$ cat src/rtl/co_acc_pkg.sv
// Shared definitions for the matrix-vector accumulator control path.
// Holds the job-controller FSM state type, the accumulate-index width and
// the limits that decide whether a requested accumulation length is legal.
package co_acc_pkg;

  // Width of cmd_k and cycle_num.
  localparam int unsigned CycleW = 9;

  // Smallest legal cmd_k, and the default upper limit (K_ACCUM_DEPTH).
  localparam int unsigned CmdKMin        = 1;
  localparam int unsigned CmdKMaxDefault = 64;

  typedef enum logic [2:0] {
    StIdle  = 3'd0,
    StPrime = 3'd1,
    StRun   = 3'd2,
    StDrain = 3'd3,
    StWrite = 3'd4
  } state_e;

  // True when k lies in [CmdKMin, max_k].
  function automatic logic cmd_k_legal(logic [CycleW-1:0] k, int unsigned max_k);
    return (32'(k) >= CmdKMin) && (32'(k) <= max_k);
  endfunction

endpackage

$ cat src/rtl/mv_job_ctrl_if.sv
// Job-controller bundle: command handshake, abort, SRAM read addresses,
// PE core accumulate controls, outcome-SRAM write strobe and status pulses.
// master: the job issuer / datapath side. slave: the controller.
interface mv_job_ctrl_if #(
  parameter int unsigned AW_W = 6,
  parameter int unsigned AW_V = 6,
  parameter int unsigned AW_O = 5
);
  import co_acc_pkg::*;

  logic              cmd_valid;
  logic              cmd_ready;
  logic [CycleW-1:0] cmd_k;
  logic [AW_O:0]     cmd_tiles;
  logic [AW_W-1:0]   cmd_w_base;
  logic [AW_V-1:0]   cmd_v_base;
  logic              abort;
  logic [AW_W-1:0]   sram_w_addr;
  logic [AW_V-1:0]   sram_v_addr;
  logic              alu_start;
  logic [CycleW-1:0] cycle_num;
  logic              outcome_we;
  logic [AW_O-1:0]   outcome_waddr;
  logic              busy;
  logic              done;
  logic              err;

  modport master (
    output cmd_valid, cmd_k, cmd_tiles, cmd_w_base, cmd_v_base, abort,
    input  cmd_ready, sram_w_addr, sram_v_addr, alu_start, cycle_num,
    input  outcome_we, outcome_waddr, busy, done, err
  );

  modport slave (
    input  cmd_valid, cmd_k, cmd_tiles, cmd_w_base, cmd_v_base, abort,
    output cmd_ready, sram_w_addr, sram_v_addr, alu_start, cycle_num,
    output outcome_we, outcome_waddr, busy, done, err
  );

endinterface

$ cat src/rtl/mv_job_ctrl.sv
// Matrix-vector job controller. Accepts a job (k, tiles, weight/vector base),
// then for every tile: one PRIME cycle (SRAM read latency), k RUN cycles with
// alu_start high and cycle_num counting 1..k while both SRAM addresses step,
// PE_LATENCY DRAIN cycles, and one WRITE cycle that strobes the outcome row.
// Ports:
//   clk, srstn : clock, asynchronous active-low reset
//   bus        : mv_job_ctrl_if.slave (command, abort, SRAM/PE/outcome controls,
//                busy/done/err status)
// Every output except cmd_ready/busy is a register; cmd_ready/busy decode the
// state register only.
module mv_job_ctrl
  import co_acc_pkg::*;
#(
  parameter int unsigned K_ACCUM_DEPTH = CmdKMaxDefault,
  parameter int unsigned SRAM_W_DEPTH  = 64,
  parameter int unsigned SRAM_V_DEPTH  = 64,
  parameter int unsigned SRAM_O_DEPTH  = 32,
  parameter int unsigned PE_LATENCY    = 4
) (
  input logic          clk,
  input logic          srstn,
  mv_job_ctrl_if.slave bus
);

  localparam int unsigned AW_W   = $clog2(SRAM_W_DEPTH);
  localparam int unsigned AW_V   = $clog2(SRAM_V_DEPTH);
  localparam int unsigned AW_O   = $clog2(SRAM_O_DEPTH);
  localparam int unsigned TileW  = AW_O + 1;
  localparam int unsigned DrainW = (PE_LATENCY > 1) ? $clog2(PE_LATENCY) : 1;

  state_e            state_q, state_d;
  logic [CycleW-1:0] k_q, k_d;
  logic [TileW-1:0]  tiles_q, tiles_d;
  logic [AW_V-1:0]   v_base_q, v_base_d;
  logic [AW_O-1:0]   tile_q, tile_d;
  logic [DrainW-1:0] drain_q, drain_d;
  logic [AW_W-1:0]   w_addr_q, w_addr_d;
  logic [AW_V-1:0]   v_addr_q, v_addr_d;
  logic              alu_start_q, alu_start_d;
  logic [CycleW-1:0] cycle_num_q, cycle_num_d;
  logic              outcome_we_q, outcome_we_d;
  logic [AW_O-1:0]   outcome_waddr_q, outcome_waddr_d;
  logic              done_q, done_d;
  logic              err_q, err_d;
  logic              cmd_legal;
  logic              more_tiles;

  // Address steps wrap at the SRAM depth, which need not be a power of two.
  function automatic logic [AW_W-1:0] inc_w(logic [AW_W-1:0] a);
    return (a == AW_W'(SRAM_W_DEPTH - 1)) ? '0 : a + 1'b1;
  endfunction

  function automatic logic [AW_V-1:0] inc_v(logic [AW_V-1:0] a);
    return (a == AW_V'(SRAM_V_DEPTH - 1)) ? '0 : a + 1'b1;
  endfunction

  assign cmd_legal = cmd_k_legal(bus.cmd_k, K_ACCUM_DEPTH) &&
                     (bus.cmd_tiles != '0) && (32'(bus.cmd_tiles) <= SRAM_O_DEPTH);

  assign more_tiles = (TileW'(tile_q) + TileW'(1)) < tiles_q;

  always_comb begin
    state_d         = state_q;
    k_d             = k_q;
    tiles_d         = tiles_q;
    v_base_d        = v_base_q;
    tile_d          = tile_q;
    drain_d         = drain_q;
    w_addr_d        = w_addr_q;
    v_addr_d        = v_addr_q;
    outcome_waddr_d = outcome_waddr_q;
    alu_start_d     = 1'b0;
    cycle_num_d     = '0;
    outcome_we_d    = 1'b0;
    done_d          = 1'b0;
    err_d           = 1'b0;

    unique case (state_q)
      StIdle: begin
        if (bus.cmd_valid) begin
          if (cmd_legal) begin
            k_d      = bus.cmd_k;
            tiles_d  = bus.cmd_tiles;
            v_base_d = bus.cmd_v_base;
            tile_d   = '0;
            w_addr_d = bus.cmd_w_base;
            v_addr_d = bus.cmd_v_base;
            state_d  = StPrime;
          end else begin
            err_d = 1'b1;
          end
        end
      end
      StPrime: begin
        // Base address was presented this cycle; its data lands in RUN cycle 1.
        alu_start_d = 1'b1;
        cycle_num_d = CycleW'(1);
        w_addr_d    = inc_w(w_addr_q);
        v_addr_d    = inc_v(v_addr_q);
        state_d     = StRun;
      end
      StRun: begin
        if (cycle_num_q == k_q) begin
          drain_d = '0;
          state_d = StDrain;
        end else begin
          alu_start_d = 1'b1;
          cycle_num_d = cycle_num_q + 1'b1;
          w_addr_d    = inc_w(w_addr_q);
          v_addr_d    = inc_v(v_addr_q);
        end
      end
      StDrain: begin
        if (drain_q == DrainW'(PE_LATENCY - 1)) begin
          state_d = StWrite;
        end else begin
          drain_d = drain_q + 1'b1;
        end
      end
      StWrite: begin
        outcome_we_d    = 1'b1;
        outcome_waddr_d = tile_q;
        if (more_tiles) begin
          tile_d   = tile_q + 1'b1;
          v_addr_d = v_base_q;  // weights keep streaming, vector restarts
          state_d  = StPrime;
        end else begin
          done_d  = 1'b1;
          state_d = StIdle;
        end
      end
      default: state_d = StIdle;
    endcase

    // Abort overrides everything, including the write strobe of a WRITE cycle.
    if (bus.abort && (state_q != StIdle)) begin
      state_d         = StIdle;
      tile_d          = tile_q;
      drain_d         = drain_q;
      w_addr_d        = w_addr_q;
      v_addr_d        = v_addr_q;
      outcome_waddr_d = outcome_waddr_q;
      alu_start_d     = 1'b0;
      cycle_num_d     = '0;
      outcome_we_d    = 1'b0;
      done_d          = 1'b0;
    end
  end

  always_ff @(posedge clk or negedge srstn) begin
    if (!srstn) begin
      state_q         <= StIdle;
      k_q             <= '0;
      tiles_q         <= '0;
      v_base_q        <= '0;
      tile_q          <= '0;
      drain_q         <= '0;
      w_addr_q        <= '0;
      v_addr_q        <= '0;
      alu_start_q     <= 1'b0;
      cycle_num_q     <= '0;
      outcome_we_q    <= 1'b0;
      outcome_waddr_q <= '0;
      done_q          <= 1'b0;
      err_q           <= 1'b0;
    end else begin
      state_q         <= state_d;
      k_q             <= k_d;
      tiles_q         <= tiles_d;
      v_base_q        <= v_base_d;
      tile_q          <= tile_d;
      drain_q         <= drain_d;
      w_addr_q        <= w_addr_d;
      v_addr_q        <= v_addr_d;
      alu_start_q     <= alu_start_d;
      cycle_num_q     <= cycle_num_d;
      outcome_we_q    <= outcome_we_d;
      outcome_waddr_q <= outcome_waddr_d;
      done_q          <= done_d;
      err_q           <= err_d;
    end
  end

  assign bus.cmd_ready     = (state_q == StIdle);
  assign bus.busy          = (state_q != StIdle);
  assign bus.sram_w_addr   = w_addr_q;
  assign bus.sram_v_addr   = v_addr_q;
  assign bus.alu_start     = alu_start_q;
  assign bus.cycle_num     = cycle_num_q;
  assign bus.outcome_we    = outcome_we_q;
  assign bus.outcome_waddr = outcome_waddr_q;
  assign bus.done          = done_q;
  assign bus.err           = err_q;

endmodule

$ cat src/flat_wrapper.sv
// flat-port wrapper written by rule: the top's interface ports become plain ports
module mv_job_ctrl_flat import co_acc_pkg::*;
#(
  parameter int unsigned K_ACCUM_DEPTH = CmdKMaxDefault,
  parameter int unsigned SRAM_W_DEPTH  = 64,
  parameter int unsigned SRAM_V_DEPTH  = 64,
  parameter int unsigned SRAM_O_DEPTH  = 32,
  parameter int unsigned PE_LATENCY    = 4
)
  (clk, srstn, bus_cmd_valid, bus_cmd_k, bus_cmd_tiles, bus_cmd_w_base, bus_cmd_v_base, bus_abort, bus_cmd_ready, bus_sram_w_addr, bus_sram_v_addr, bus_alu_start, bus_cycle_num, bus_outcome_we, bus_outcome_waddr, bus_busy, bus_done, bus_err);
  mv_job_ctrl_if #(.AW_W(($clog2((64)))), .AW_V(($clog2((64)))), .AW_O(($clog2((32))))) bus_i ();
  input logic clk;
  input logic srstn;
  input wire logic [$bits(bus_i.cmd_valid)-1:0] bus_cmd_valid;
  input wire logic [$bits(bus_i.cmd_k)-1:0] bus_cmd_k;
  input wire logic [$bits(bus_i.cmd_tiles)-1:0] bus_cmd_tiles;
  input wire logic [$bits(bus_i.cmd_w_base)-1:0] bus_cmd_w_base;
  input wire logic [$bits(bus_i.cmd_v_base)-1:0] bus_cmd_v_base;
  input wire logic [$bits(bus_i.abort)-1:0] bus_abort;
  output wire logic [$bits(bus_i.cmd_ready)-1:0] bus_cmd_ready;
  output wire logic [$bits(bus_i.sram_w_addr)-1:0] bus_sram_w_addr;
  output wire logic [$bits(bus_i.sram_v_addr)-1:0] bus_sram_v_addr;
  output wire logic [$bits(bus_i.alu_start)-1:0] bus_alu_start;
  output wire logic [$bits(bus_i.cycle_num)-1:0] bus_cycle_num;
  output wire logic [$bits(bus_i.outcome_we)-1:0] bus_outcome_we;
  output wire logic [$bits(bus_i.outcome_waddr)-1:0] bus_outcome_waddr;
  output wire logic [$bits(bus_i.busy)-1:0] bus_busy;
  output wire logic [$bits(bus_i.done)-1:0] bus_done;
  output wire logic [$bits(bus_i.err)-1:0] bus_err;
  assign bus_i.cmd_valid = bus_cmd_valid;
  assign bus_i.cmd_k = bus_cmd_k;
  assign bus_i.cmd_tiles = bus_cmd_tiles;
  assign bus_i.cmd_w_base = bus_cmd_w_base;
  assign bus_i.cmd_v_base = bus_cmd_v_base;
  assign bus_i.abort = bus_abort;
  assign bus_cmd_ready = bus_i.cmd_ready;
  assign bus_sram_w_addr = bus_i.sram_w_addr;
  assign bus_sram_v_addr = bus_i.sram_v_addr;
  assign bus_alu_start = bus_i.alu_start;
  assign bus_cycle_num = bus_i.cycle_num;
  assign bus_outcome_we = bus_i.outcome_we;
  assign bus_outcome_waddr = bus_i.outcome_waddr;
  assign bus_busy = bus_i.busy;
  assign bus_done = bus_i.done;
  assign bus_err = bus_i.err;
  mv_job_ctrl #(.K_ACCUM_DEPTH(K_ACCUM_DEPTH), .SRAM_W_DEPTH(SRAM_W_DEPTH), .SRAM_V_DEPTH(SRAM_V_DEPTH), .SRAM_O_DEPTH(SRAM_O_DEPTH), .PE_LATENCY(PE_LATENCY)) u_core (.clk(clk), .srstn(srstn), .bus(bus_i));
endmodule
$ cat config.mk
export PLATFORM = sky130hd
export DESIGN_NAME = mv_job_ctrl_flat
export DESIGN_NICKNAME = d
export VERILOG_FILES = /design/src/rtl/co_acc_pkg.sv /design/src/rtl/mv_job_ctrl_if.sv /design/src/rtl/mv_job_ctrl.sv /design/src/flat_wrapper.sv
export SDC_FILE = /design/constraint.sdc
export NUM_CORES = 1
export LEC_CHECK = 0
export CORE_ASPECT_RATIO = 1.2
export CORE_MARGIN = 2
export CORE_UTILIZATION = 43
export DETAILED_ROUTE_END_ITERATION = 8
export GPL_TIMING_DRIVEN = 0
export PLACE_DENSITY = 0.71
export SETUP_SLACK_MARGIN = 0.4
export SLEW_MARGIN = 0
export SYNTH_ARGS = -nofsm -noshare
export SYNTH_HDL_FRONTEND = slang
export SYNTH_SLANG_ARGS = --single-unit
$ cat constraint.sdc
create_clock -name clk -period 3.2 [get_ports clk]
set_clock_uncertainty 0.15 [all_clocks]
set_input_delay 0.64 -clock clk [delete_from_list [all_inputs] [get_ports clk]]
set_output_delay 0.64 -clock clk [all_outputs]
set_load 0.02 [all_outputs]
==> results.tsv <==
stage	metric	value	unit
outcome	outcome	finished clean	
synthesis	Mean Syn Cell Area	10.6	µm²
synthesis	top_reg_cell synth	dfrtp_1	
timing	final hold viol count	0	
synthesis	#FFs+latches synth	61	
route	total number of vias	2726	
floorplan	die area	8490	µm²
setup_path	CP cell instances	clkdlybuf4s50_1 -> or4_4 -> o21ai_4 -> nand3_4 -> o32a_4 -> o21ai_4 -> mux2_4	
flow_run	MaxCap Viol Count	0	
setup_path	CP max stage cell	or4_4	
clock_network	clock root cell	clkbuf_8	
setup_path	crit path launch type	input pin	
route	WL final	7820	µm
timing	final slew viol count	0	
power_and_ir_drop	final total power	0.00324	W
global_route	global-route wire length before repair	13000	µm
floorplan	Starting Density	0.438	
timing	Slew @ Worst Pin	661	ps
synthesis	post-synth net total	355	
global_route	vias in the first global route	2701	
setup_path	buffers and inverters on the worst path	1	
setup_path	CP delay by family, top	compound AO/OA/AOI/OAI gates	
setup_path	crit-path max FO	5	
timing	unrepaired setup endpoints after global routing	false	
synthesis	Synth async-reset ratio	1.00	
worst_hold_path	Hold WC Path Type	input pin to async pin	
clock_network	clock buffer count from CTS	9	
setup_path	CP Class	input pin to register	
power_and_ir_drop	Peak VDD IR	547	µV
global_route	Global Route met2 Usage	0.308	
floorplan	num ports	63	
global_route	initial antenna violation count	0	
timing	Final min period	2750	ps
timing	Final TNS setup	0	ps
global_route	GRT Util Overall	0.192	
route	first-iteration detailed-routing DRC count	109	
floorplan	Die X	84.5	µm
global_route	M3 GR Usage	0.0278	
power_and_ir_drop	P_int	0.00206	W
power_and_ir_drop	clock share of power	0.209	
synthesis	Syn. warnings	0	
synthesis	Yosys cell types	60	
synthesis	cell count after synthesis	314	
place	DP HPWL	5560	µm
global_route	largest net degree at the start of global routing	34	
timing	Tcrit/Tclk final	0.858	
clock_network	worst skew pair latency	340	ps
timing	Worst slew margin	0.559	
setup_path	r2r worst-path depth	11	
global_route	global route total overflow	0	
synthesis	number of synthesized flops with an enable pin	0	
setup_path	WP data arrival	2810	ps
setup_path	Critical R2R Launch	u_core.tile_q[0]	
place	routability cong.	0.893	
power_and_ir_drop	Leakage	1.98	nW
setup_path	reg2reg setup slack	520	ps
cells_and_area	Final Non-Filler Cells	503	
global_route	met1 Usage GRT	0.256	
synthesis	Post-Syn Area	3340	µm²
place	IO buf count	62	
place	placed instance count	469	
clock_network	clock tree buffer depth	2	
power_and_ir_drop	Power Dens Cells	721	nW/µm²
cells_and_area	nets	447	
floorplan	FP Rows	35	
route	vias per inst	5.42	
synthesis	sequential share of the synthesized area	0.457	
clock_network	Clock transition at path regs	70	ps
cells_and_area	layout cell share with drive strength beyond 1	0.226	
timing	Max Clk Rate	364	MHz
timing	Finish-stage setup viols	0	
clock_network	hold buffer count at CTS	0	
clock_network	CTS H-tree lvls	3	
route	DRC viols	0	
route	Routed wire per std cell	15.6	µm
setup_path	CP Depth	7	
clock_network	CTS tree	yes	
global_route	most used routing layer	met2	
route	Pre-antenna DRT Iters	4	
place	placed cell area	4100	µm²
cells_and_area	final instance area	4490	µm²
floorplan	Core Region	7620	µm²
power_and_ir_drop	combinational share of power	0.426	
power_and_ir_drop	sw frac	0.364	
floorplan	die extent in y	101	µm
power_and_ir_drop	register share of total power	0.365	
route	Antenna Nets Post-Route	0	
setup_path	slowest stage delay, CP	550	ps
power_and_ir_drop	NetSw	0.00118	W
setup_path	Crit. End Element	register	
setup_path	Most Frequent Cell on Critical Path	o21ai_4	
clock_network	clock sink count	61	
setup_path	Critical Path RT	3270	ps
cells_and_area	Antenna diodes	0	
cells_and_area	Area Growth Syn to Fin	34.5	%
setup_path	reg2reg end	u_core.tile_q[0]	
[flip-flops by register name (all words and copies together), names as in the netlist, 2 cells and up]
register	count
u_core.bus.sram_v_addr	6
u_core.k_q	9
u_core.state_q	3
u_core.bus.outcome_waddr	5
u_core.tile_q	5
u_core.bus.sram_w_addr	6
u_core.tiles_q	6
u_core.bus.cycle_num	9
u_core.v_base_q	6
u_core.drain_q	2
[layout make-up]
class | instances | area [µm²]
buffer | 12 | 90.1
clock buffer | 12 | 145
clock inverter | 4 | 47.5
fill | 684 | 3130
inverter | 13 | 62.6
multi-input combinational | 228 | 1740
sequential | 61 | 1530
tap | 92 | 115
timing repair buffer | 81 | 763
[cells in the mapped netlist (4+ instances only)]
cell | number | area share
a211oi_1 | 5 | 0.011
a21o_1 | 4 | 0.0090
a21oi_1 | 11 | 0.016
a221oi_1 | 4 | 0.010
clkbuf_1 | 5 | 0.0056
dfrtp_1 | 61 | 0.46
ha_1 | 10 | 0.037
inv_1 | 12 | 0.013
mux2_2 | 25 | 0.084
nand2_1 | 24 | 0.027
nand2b_1 | 5 | 0.0094
nand3_1 | 16 | 0.024
nor2_1 | 29 | 0.033
nor3_1 | 10 | 0.015
o21ai_0 | 7 | 0.010
o22ai_1 | 4 | 0.0075
xnor2_1 | 7 | 0.018
xor2_1 | 12 | 0.031
[worst max path at each step]
stage | from | end | slack [ps]
2_1_floorplan | u_core.tile_q[0] | u_core.tile_q[3] | 540
3_3_place_gp | srstn | u_core.v_base_q[0] | -650
3_5_place_dp | bus_cmd_tiles[1] | u_core.k_q[1] | -200
4_1_cts | bus_cmd_tiles[0] | u_core.bus.sram_w_addr[0] | 410
5_1_grt | u_core.tile_q[0] | u_core.tile_q[0] | 330
6_report | bus_cmd_tiles[0] | u_core.bus.sram_w_addr[0] | 450
[placed cells by master, fill, tap and decap left out, types with 5 or more instances in the layout]
master and count:
clkbuf_1 7, dfrtp_1 60, nor2_1 29, inv_1 12, clkbuf_8 11, ha_1 9, nor3_1 9, buf_4 19
o21ai_0 6, mux2_2 25, nand3_1 16, a21oi_1 11, nand2_1 23, dlygate4sd2_1 6, nand2b_1 5, clkdlybuf4s50_1 55
xnor2_1 6, xor2_1 12
[what timing repair did]
item / in CTS / in global routing
gates resized for setup: 18 / 4
buffers inserted: 10 / 8
pin swaps: 10 / 11
setup endpoints to repair: 33 / 15
[routing by layer]
| metal | share of wire | vias to the layer above |
|---|---|---|
| met4 | 0.014 | 0 |
| met3 | 0.040 | 9 |
| met2 | 0.49 | 64 |
| li1 | - | 1321 |
| met5 | 0 | - |
| met1 | 0.45 | 1332 |
[power by group through the flow]
stage / sequential, W / combinational, W / clock, W
after floorplan: 0.00125 / 0.000792 / 0
after global placement: 0.00118 / 0.00130 / 0
after detailed placement: 0.00119 / 0.00133 / 0
after CTS: 0.00118 / 0.00136 / 0.000694
after global routing: 0.00121 / 0.00152 / 0.000732
final: 0.00118 / 0.00138 / 0.000677
[worst register-to-register path, delay by kind of cell (launching register included)]
family,cells,cell delay (ps)
xor gates and xnor gates,1,170
buffers and inverters,1,200
muxes,1,180
and+or+nand+nor,3,480
DFF,1,410
adders and majority gates,2,500
AOI/OAI and AO/OA,3,530
[per-stage QoR]
| stage | utilization | hold slack (ps) | worst slack [ps] |
|---|---|---|---|
| after global routing | 0.589 | 245 | 330 |
| after floorplan | - | 194 | 539 |
| after global placement | 0.536 | 323 | -654 |
| after CTS | 0.579 | 198 | 410 |
| after detailed placement | 0.538 | 329 | -199 |
| final | 0.589 | 184 | 455 |
[cells by family (layout without fill, tap and decap cells)]
group                      Yosys count  count (layout)  synth area share
DFF                                 61              61             0.457
AOI/OAI and AO/OA                   61              61             0.145
adders and majority gates           11              11            0.0404
xor gates and xnor gates            19              19            0.0498
muxes                               30              30             0.103
and+or+nand+nor                    107             107             0.161
buffers and inverters               25             122            0.0434
Power figures use the tool's default switching activity.
